===== src/rtl/div_freq_pkg.sv =====
// Shared constants and types for the programmable frequency divider.
package div_freq_pkg;

  localparam int unsigned DIV_WIDTH_DEF = 20;
  localparam int unsigned DIV_MIN       = 2;

  typedef logic [DIV_WIDTH_DEF-1:0] div_t;

endpackage


===== src/rtl/modulo_contador_terminal.sv =====
// Terminal counter: runs 0..limit-1 while enabled and flags the wrap cycle.
module modulo_contador_terminal
  import div_freq_pkg::*;
#(
  parameter int unsigned WIDTH = DIV_WIDTH_DEF
) (
  input  logic             clk,
  input  logic             clr,
  input  logic             en,
  input  logic             restart,
  input  logic [WIDTH-1:0] limit,
  output logic [WIDTH-1:0] cnt,
  output logic             wrap
);

  logic [WIDTH-1:0] cnt_q, cnt_d;

  always_comb begin
    wrap  = en && (cnt_q == limit - WIDTH'(1));
    cnt_d = cnt_q;
    if (restart) begin
      cnt_d = '0;
    end else if (wrap) begin
      cnt_d = '0;
    end else if (en) begin
      cnt_d = cnt_q + WIDTH'(1);
    end
  end

  always_ff @(posedge clk) begin
    if (clr) begin
      cnt_q <= '0;
    end else begin
      cnt_q <= cnt_d;
    end
  end

  assign cnt = cnt_q;

endmodule


===== src/rtl/modulo_divisor_frequencia_prog.sv =====
// Runtime-programmable clock divider producing a tick pulse and a square wave.
// Define DIV_FREQ_IMMEDIATE_LOAD_EN to apply valid loads on the next edge instead of at wrap.
module modulo_divisor_frequencia_prog
  import div_freq_pkg::*;
#(
  parameter int unsigned WIDTH     = DIV_WIDTH_DEF,
  parameter int unsigned DIV_RESET = 2
) (
  input  logic             clk,
  input  logic             clr,
  input  logic             en,
  input  logic             div_load,
  input  logic [WIDTH-1:0] div_value,
  output logic             tick,
  output logic             clk_div,
  output logic [WIDTH-1:0] div_cur,
  output logic             load_pend,
  output logic             load_err
);

  logic [WIDTH-1:0] div_cur_q, div_cur_d;
  logic             tick_q, tick_d;
  logic             clk_div_q, clk_div_d;
  logic             load_err_q, load_err_d;
  logic [WIDTH-1:0] cnt;
  logic             wrap;
  logic             restart;
  logic             load_ok;
  logic [WIDTH-1:0] half_last;

  assign load_ok   = div_load && (div_value >= WIDTH'(DIV_MIN));
  assign half_last = (div_cur_q >> 1) - WIDTH'(1);

`ifdef DIV_FREQ_IMMEDIATE_LOAD_EN
  assign restart = load_ok;
`else
  assign restart = 1'b0;
  logic             pend_q, pend_d;
  logic [WIDTH-1:0] pend_val_q, pend_val_d;
`endif

  modulo_contador_terminal #(
    .WIDTH(WIDTH)
  ) u_cnt (
    .clk    (clk),
    .clr    (clr),
    .en     (en),
    .restart(restart),
    .limit  (div_cur_q),
    .cnt    (cnt),
    .wrap   (wrap)
  );

  always_comb begin
    div_cur_d  = div_cur_q;
    tick_d     = wrap;
    clk_div_d  = clk_div_q;
    load_err_d = div_load && !load_ok;
    if (wrap) begin
      clk_div_d = 1'b1;
    end else if (en && (cnt == half_last)) begin
      clk_div_d = 1'b0;
    end
`ifdef DIV_FREQ_IMMEDIATE_LOAD_EN
    if (load_ok) begin
      div_cur_d = div_value;
      tick_d    = 1'b0;
      clk_div_d = 1'b0;
    end
`else
    pend_d     = pend_q;
    pend_val_d = pend_val_q;
    // Apply before capturing so a load landing in the wrap cycle waits for the next wrap.
    if (wrap && pend_q) begin
      div_cur_d = pend_val_q;
      pend_d    = 1'b0;
    end
    if (load_ok) begin
      pend_d     = 1'b1;
      pend_val_d = div_value;
    end
`endif
  end

  always_ff @(posedge clk) begin
    if (clr) begin
      div_cur_q  <= WIDTH'(DIV_RESET);
      tick_q     <= 1'b0;
      clk_div_q  <= 1'b0;
      load_err_q <= 1'b0;
`ifndef DIV_FREQ_IMMEDIATE_LOAD_EN
      pend_q     <= 1'b0;
      pend_val_q <= '0;
`endif
    end else begin
      div_cur_q  <= div_cur_d;
      tick_q     <= tick_d;
      clk_div_q  <= clk_div_d;
      load_err_q <= load_err_d;
`ifndef DIV_FREQ_IMMEDIATE_LOAD_EN
      pend_q     <= pend_d;
      pend_val_q <= pend_val_d;
`endif
    end
  end

  assign tick     = tick_q;
  assign clk_div  = clk_div_q;
  assign div_cur  = div_cur_q;
  assign load_err = load_err_q;
`ifdef DIV_FREQ_IMMEDIATE_LOAD_EN
  assign load_pend = 1'b0;
`else
  assign load_pend = pend_q;
`endif

endmodule


===== config.mk =====
export PLATFORM = sky130hd
export DESIGN_NAME = modulo_divisor_frequencia_prog
export DESIGN_NICKNAME = d
export VERILOG_FILES = /design/src/rtl/div_freq_pkg.sv /design/src/rtl/modulo_contador_terminal.sv /design/src/rtl/modulo_divisor_frequencia_prog.sv
export SDC_FILE = /design/constraint.sdc
export NUM_CORES = 1
export LEC_CHECK = 0
export BUFFER_PORTS_ARGS = -buffer_cell sky130_fd_sc_hd__clkbuf_2
export CAP_MARGIN = 20
export CORE_MARGIN = 3
export CORE_UTILIZATION = 40
export DETAILED_ROUTE_END_ITERATION = 10
export PLACE_DENSITY_LB_ADDON = 0.3
export REMOVE_ABC_BUFFERS = 1
export SLEW_MARGIN = 5
export SYNTH_ARGS = -nofsm -noshare
export SYNTH_HDL_FRONTEND = slang
export SYNTH_SLANG_ARGS = --single-unit

===== constraint.sdc =====
create_clock -name clk -period 2.9 [get_ports clk]
set_input_delay 0.435 -clock clk [delete_from_list [all_inputs] [get_ports clk]]
set_output_delay 0.435 -clock clk [all_outputs]
set_load 0.01 [all_outputs]

==> flow_summary_export.csv, run 1 <==
group,metric,value,unit
logic_synthesis,yosysSeqAreaShare,31.9,%
timing,rsz0062_at_grt,"no",
run,maxCapViolCount,0,
timing,fmax,368,MHz
pwr,vdd_drop_max,343,uV
setup_path,cpPeakStageDelay,0.47,ns
place,gp_congestion,0.893,
floorplan,die_area,0.0113,mm^2
pwr,power_density,465,mW/mm^2
logic_synthesis,synth_top_cell_area_share,31.9,%
timing,clock_skew,0.0106,ns
clock_network,insertion_delay,0.36,ns
finish,area_growth,13.7,%
clock_network,clockRootBuffer,"clkbuf_8",
floorplan,start_util,42.2,%
global_routing,use_met1,26.3,%
outcome,status,"finished, final reports clean",
setup_path,path_class,"flip-flop to flip-flop",
timing,finalCritPeriodShare,93.7,%
global_routing,grt.met2_usage,31.0,%
finish,drive_gt1_share,19.7,%
logic_synthesis,yosysTopAreaCell,"dfxtp_1",
timing,worst_pin_slew,0.617,ns
logic_synthesis,yosys.area_share.simple,26.6,%
finish,insertedDiodeCount,0,
setup_path,critPathTopFamily,"simple AND/OR/NAND/NOR gates",
logic_synthesis,synth_edf_count,0,
timing,relSlewSlack,57.8,%
detailed_routing,dr.pass1.iters,4,
detailed_routing,vias,3600,
logic_synthesis,syn-instance-count,478,
detailed_routing,totalWireLength,10.6,mm
timing,finalCriticalPeriod,2.72,ns
detailed_routing,drt_iter0_markers,225,
logic_synthesis,synth_seq_cells,64,
logic_synthesis,syn_area_per_cell,8.39,um^2
logic_synthesis,synthTopCellsByArea,"dfxtp_1 (32%), xnor2_1 (8.3%), xor2_1 (6.5%), nand4_1 (5.1%), nor2_1 (5.1%)",
logic_synthesis,synthMuxAreaShare,5.27,%
logic_synthesis,synth_top_family_by_area,"simple AND/OR/NAND/NOR gates",
detailed_routing,route.detailed.drc,0,
setup_path,worstSetupEndpointType,"flip-flop",
clock_network,cts_max_level,3,
setup_path,critPathBufInv,2,
setup_path,cp_max_fo,20,
logic_synthesis,ys_warn_count,0,
clock_network,numClockSinks,64,
pwr,p_leak,1.83,nW
setup_path,worstPathRequired,3.15,ns
setup_path,critPathSlowestCell,"nor2b_1",
global_routing,grt_overflow_total,0,
finish,nets,541,
timing,hold_violations,0,
clock_network,hold_buffers,0,
logic_synthesis,synthTopCellsByCount,"dfxtp_1 (64), nor2_1 (54), xnor2_1 (38)",
logic_synthesis,synth_xor_area_share,14.8,%
logic_synthesis,synthDistinctLibCells,56,
setup_path,critPathLaunchType,"flip-flop",
floorplan,core_area,0.00950,mm^2
place,port_buffers,47,
worst_hold_path,holdPathStages,3,
global_routing,first_global_vias,3485,
floorplan,die_h,106,um
detailed_routing,wire_per_inst,16.4,um
detailed_routing,detail-route-antenna-nets,0,
setup_path,rr_worst_depth,10,
setup_path,crit_chain,"inv_1 -> ha_1 -> nor2b_1 -> and4_4 -> xnor2_1 -> a211oi_2 -> o22ai_1 -> o21ai_1 -> buf_12 -> nor2_1",
floorplan,io_pins,48,
worst_hold_path,hold_path.class,"input port to flip-flop",
global_routing,met3_usage,5.16,%
pwr,power.total,2.12,mW
timing,drv_slew,0,
floorplan,die_w,106,um
setup_path,cp.arrival,2.96,ns
clock_network,cts_buffer_depth,2,
clock_network,cts_tree,"built",
global_routing,grt_usage,19.6,%
timing,setup_viol,0,
global_routing,grt_max_degree,33,
finish,stdcell_count,648,
global_routing,antenna_found_initial,0,
global_routing,top_usage_layer,"met2",
clock_network,clkSlewWorstSetupHoldPaths,0.08,ns
logic_synthesis,synth_most_common_cell,"dfxtp_1",
place,dpl.hpwl,7.99,mm
place,dp_cells,632,
detailed_routing,via_per_inst,5.56,
setup_path,crit_cells,10,
floorplan,num_rows,35,
logic_synthesis,async_reset_ff_share,0,%
logic_synthesis,synth_compound_area_share,12.8,%
clock_network,cts_made_buffers,9,
logic_synthesis,ys.flop_type,"dfxtp_1",
logic_synthesis,synthesis.area,0.00401,mm^2
finish,nFillCells,967,
global_routing,grt_pass1_wl,17.5,mm
logic_synthesis,synthAdderAreaFrac,0.935,%
## kinds of logic after synthesis
kind of cell / Yosys count
multiplexers: 21
XOR/XNOR: 68
buffers and inverters: 52
AND/OR/NAND/NOR: 190
adder cells (fa/ha/maj): 3
AO/OA/AOI/OAI: 80
flip-flops: 64
## where the power goes
group	switching (mW)	internal (mW)	leakage, nW
Combinational	0.181	0.131	1.20
Sequential	0.0266	0.906	0.520
Clock	0.369	0.506	0.106
Total	0.577	1.54	1.83
## registers in the layout (all words and copies together) (netlist names)
register / count
tick: 1
u_cnt.cnt: 20
pend_val_q: 20
load_pend: 1
clk_div: 1
div_cur: 20
load_err: 1
## path summary, 6_finish.rpt
check	from	slack [ns]	to
max reg2reg	div_cur[1]	0.18	u_cnt.cnt[8]
max	div_cur[1]	0.18	u_cnt.cnt[8]
min reg2reg	pend_val_q[15]	0.46	pend_val_q[15]
min	div_value[15]	0.31	pend_val_q[15]
## what timing repair did
item	4_1_cts	5_1_grt
hold endpoints to repair	0	0
resized for setup	0	3
setup buffers	0	0
endpoints found under the setup margin	0	17
## layout by cell type (no fill, tap or decap), types with 4 or more instances in the layout
cell type,synthesis,routed
clkbuf_2,1,47
a21oi_1,25,25
nor4_1,6,6
nand2_1,29,29
nand3_1,18,17
inv_1,8,8
xor2_1,30,30
nor2b_1,4,4
dfxtp_1,64,64
clkbuf_8,0,10
nor2_1,54,54
o21ai_0,15,15
nor3_1,9,9
nand4_1,33,33
nor4_4,4,4
o21ai_1,11,11
xnor2_1,38,38
buf_4,2,20
mux2i_1,20,20
a211oi_1,5,5
and3_1,7,7
## area by class of cell
| type | instances | area [um^2] | area share [%] |
|---|---|---|---|
| well taps | 129 | 161 | 3.54 |
| multi-input cells | 362 | 2440 | 53.5 |
| flip-flops and latches | 64 | 1280 | 28.1 |
| repair buffers | 69 | 425 | 9.33 |
| clock inverters | 5 | 80.1 | 1.76 |
| clock buffers | 11 | 141 | 3.10 |
| inverters | 8 | 30.0 | 0.658 |
## layer usage
layer  part of all wire, %  routed length, um
met1                    47               4980
met2                    47               4960
met3                   5.1                539
met4                   1.4                150
met5                     0                  0
## per-stage QoR
step                      utilization, %  TNS [ns]  setup slack [ns]  hold slack, ns  instance area (um^2)
final                               48.0         0             0.184           0.312                  4560
after global routing                48.0         0            0.0152           0.302                  4560
after CTS                           47.8         0             0.157           0.296                  4540
after detailed placement            45.5         0             0.168           0.451                  4320
after global placement              45.5         0             0.186           0.447                  4320
after floorplan                        -     -8.38            -0.419           0.431                  3740
## tightest hold or removal path, stage by stage
cell and delay (ns):
clkbuf_2 0.09, nand2_1 0.05, a21oi_1 0.05
Power figures use the tool's default switching activity.
==> run 2: changes to the inputs <==
--- a/config.mk
+++ b/config.mk
@@ -10,7 +10,6 @@
 export CORE_MARGIN = 3
 export CORE_UTILIZATION = 40
 export DETAILED_ROUTE_END_ITERATION = 10
-export PLACE_DENSITY_LB_ADDON = 0.3
 export REMOVE_ABC_BUFFERS = 1
 export SLEW_MARGIN = 5
 export SYNTH_ARGS = -nofsm -noshare
==> run 2 against run 1 <==
Net effect:
- setup slack improved by 0.039 ns
- hold slack got worse by 0.0036 ns
- critical endpoint is now div_cur[1]
- power increased by 0.97%
- critical path type unchanged
- highest routed layer unchanged
- non-clock buffer count decreased by 2
==> flow_summary_export.csv, run 2 (same netlist as run 1, synthesis figures left out) <==
group,metric,value,unit
detailed_routing,drt_iter0_markers,207,
timing,rsz0062_at_grt,"no",
pwr,power.total,2.14,mW
floorplan,die_w,106,um
detailed_routing,via_per_inst,5.67,
pwr,p_leak,1.82,nW
place,port_buffers,47,
clock_network,insertion_delay,0.36,ns
finish,insertedDiodeCount,0,
detailed_routing,dr.pass1.iters,5,
outcome,status,"finished, final reports clean",
setup_path,cp_max_fo,22,
timing,finalCritPeriodShare,92.3,%
timing,finalCriticalPeriod,2.68,ns
finish,nets,539,
pwr,power_density,470,mW/mm^2
place,dp_cells,630,
timing,clock_skew,0.0107,ns
clock_network,cts_buffer_depth,2,
finish,drive_gt1_share,19.3,%
finish,stdcell_count,646,
run,maxCapViolCount,0,
floorplan,io_pins,48,
clock_network,cts_resized,0,
setup_path,worstPathRequired,3.14,ns
place,gp_congestion,0.939,
detailed_routing,detail-route-antenna-nets,0,
timing,fmax,374,MHz
clock_network,cts_made_buffers,9,
clock_network,cts_tree,"built",
timing,worst_pin_slew,0.588,ns
worst_hold_path,hold_path.class,"input port to flip-flop",
timing,hold_violations,0,
floorplan,core_area,0.00950,mm^2
global_routing,grt_pass1_wl,17.7,mm
timing,hold_ws,0.309,ns
clock_network,cts_max_level,3,
finish,design_area,0.00455,mm^2
global_routing,antenna_found_initial,0,
setup_path,cp.arrival,2.91,ns
finish,area_growth,13.4,%
global_routing,grt_overflow_total,0,
clock_network,clockRootBuffer,"clkbuf_8",
timing,setup_slack,0.223,ns
global_routing,grt_usage,19.5,%
floorplan,start_util,42.2,%
floorplan,die_area,0.0113,mm^2
detailed_routing,route.detailed.drc,0,
timing,drv_slew,0,
setup_path,critPathLaunchType,"flip-flop",
clock_network,numClockSinks,64,
clock_network,clkSlewWorstSetupHoldPaths,0.08,ns
place,placed_cell_area,0.00431,mm^2
global_routing,grt_max_degree,38,
finish,final_common_cell,"dfxtp_1",
floorplan,die_h,106,um
place,pre_cts_ws,0.118,ns
timing,relSlewSlack,60.8,%
floorplan,num_rows,35,
detailed_routing,wire_per_inst,16.5,um
place,dpl.hpwl,7.90,mm
finish,final_cell_mix,"dfxtp_1 (64), nor2_1 (54), clkbuf_2 (47)",
timing,fin_setup_tns,0,ns
clock_network,hold_buffers,0,
finish,post-route-util,47.9,%
timing,setup_viol,0,
global_routing,first_global_vias,3457,
clock_network,postCtsSetupBuffers,0,
setup_path,worstSetupEndpointType,"flip-flop",
pwr,vdd_drop_max,343,uV
detailed_routing,vias,3664,
setup_path,path_class,"flip-flop to flip-flop",
detailed_routing,totalWireLength,10.7,mm
run 2: worst paths after layout:
kind / from / endpoint / slack (ns) / cells past startpoint
worst min-delay path: div_value[17] / pend_val_q[17] / 0.31 / 3
worst min register to register: pend_val_q[17] / pend_val_q[17] / 0.46 / 2
worst max register to register: div_cur[9] / div_cur[1] / 0.22 / 8
worst max-delay path: div_cur[9] / div_cur[1] / 0.22 / 8
run 2: area by class of cell:
cell class / instances / area (um^2)
Clock buffer: 10 / 138
Clock inverter: 6 / 92.6
Fill cell: 980 / 4950
Multi-Input combinational cell: 362 / 2440
Sequential cell: 64 / 1280
Tap cell: 129 / 161
Timing Repair Buffer: 67 / 410
Inverter: 8 / 30.0
run 2: routing by layer:
metal  global-route usage, %  share of wire, %  up-vias
li1                        -                 -     1777
met1                    27.4                46     1755
met2                    30.2                46      115
met3                    4.31               6.3       17
met4                    5.46               1.4        0
met5                       0                 0        -
run 2: critical path, stage by stage, from the launching register on:
cell	delay, ns
dfxtp_1	0.50
nor4_4	0.59
nand4_1	0.25
mux2_2	0.35
a2bb2oi_2	0.19
and4_1	0.27
buf_12	0.17
and3_1	0.16
o211ai_1	0.08
run 2: power by group:
| group | leakage, nW | switching, mW | internal [mW] |
|---|---|---|---|
| registers | 0.520 | 0.0296 | 0.906 |
| logic | 1.19 | 0.179 | 0.130 |
| clock network | 0.109 | 0.387 | 0.510 |
| total | 1.82 | 0.595 | 1.55 |
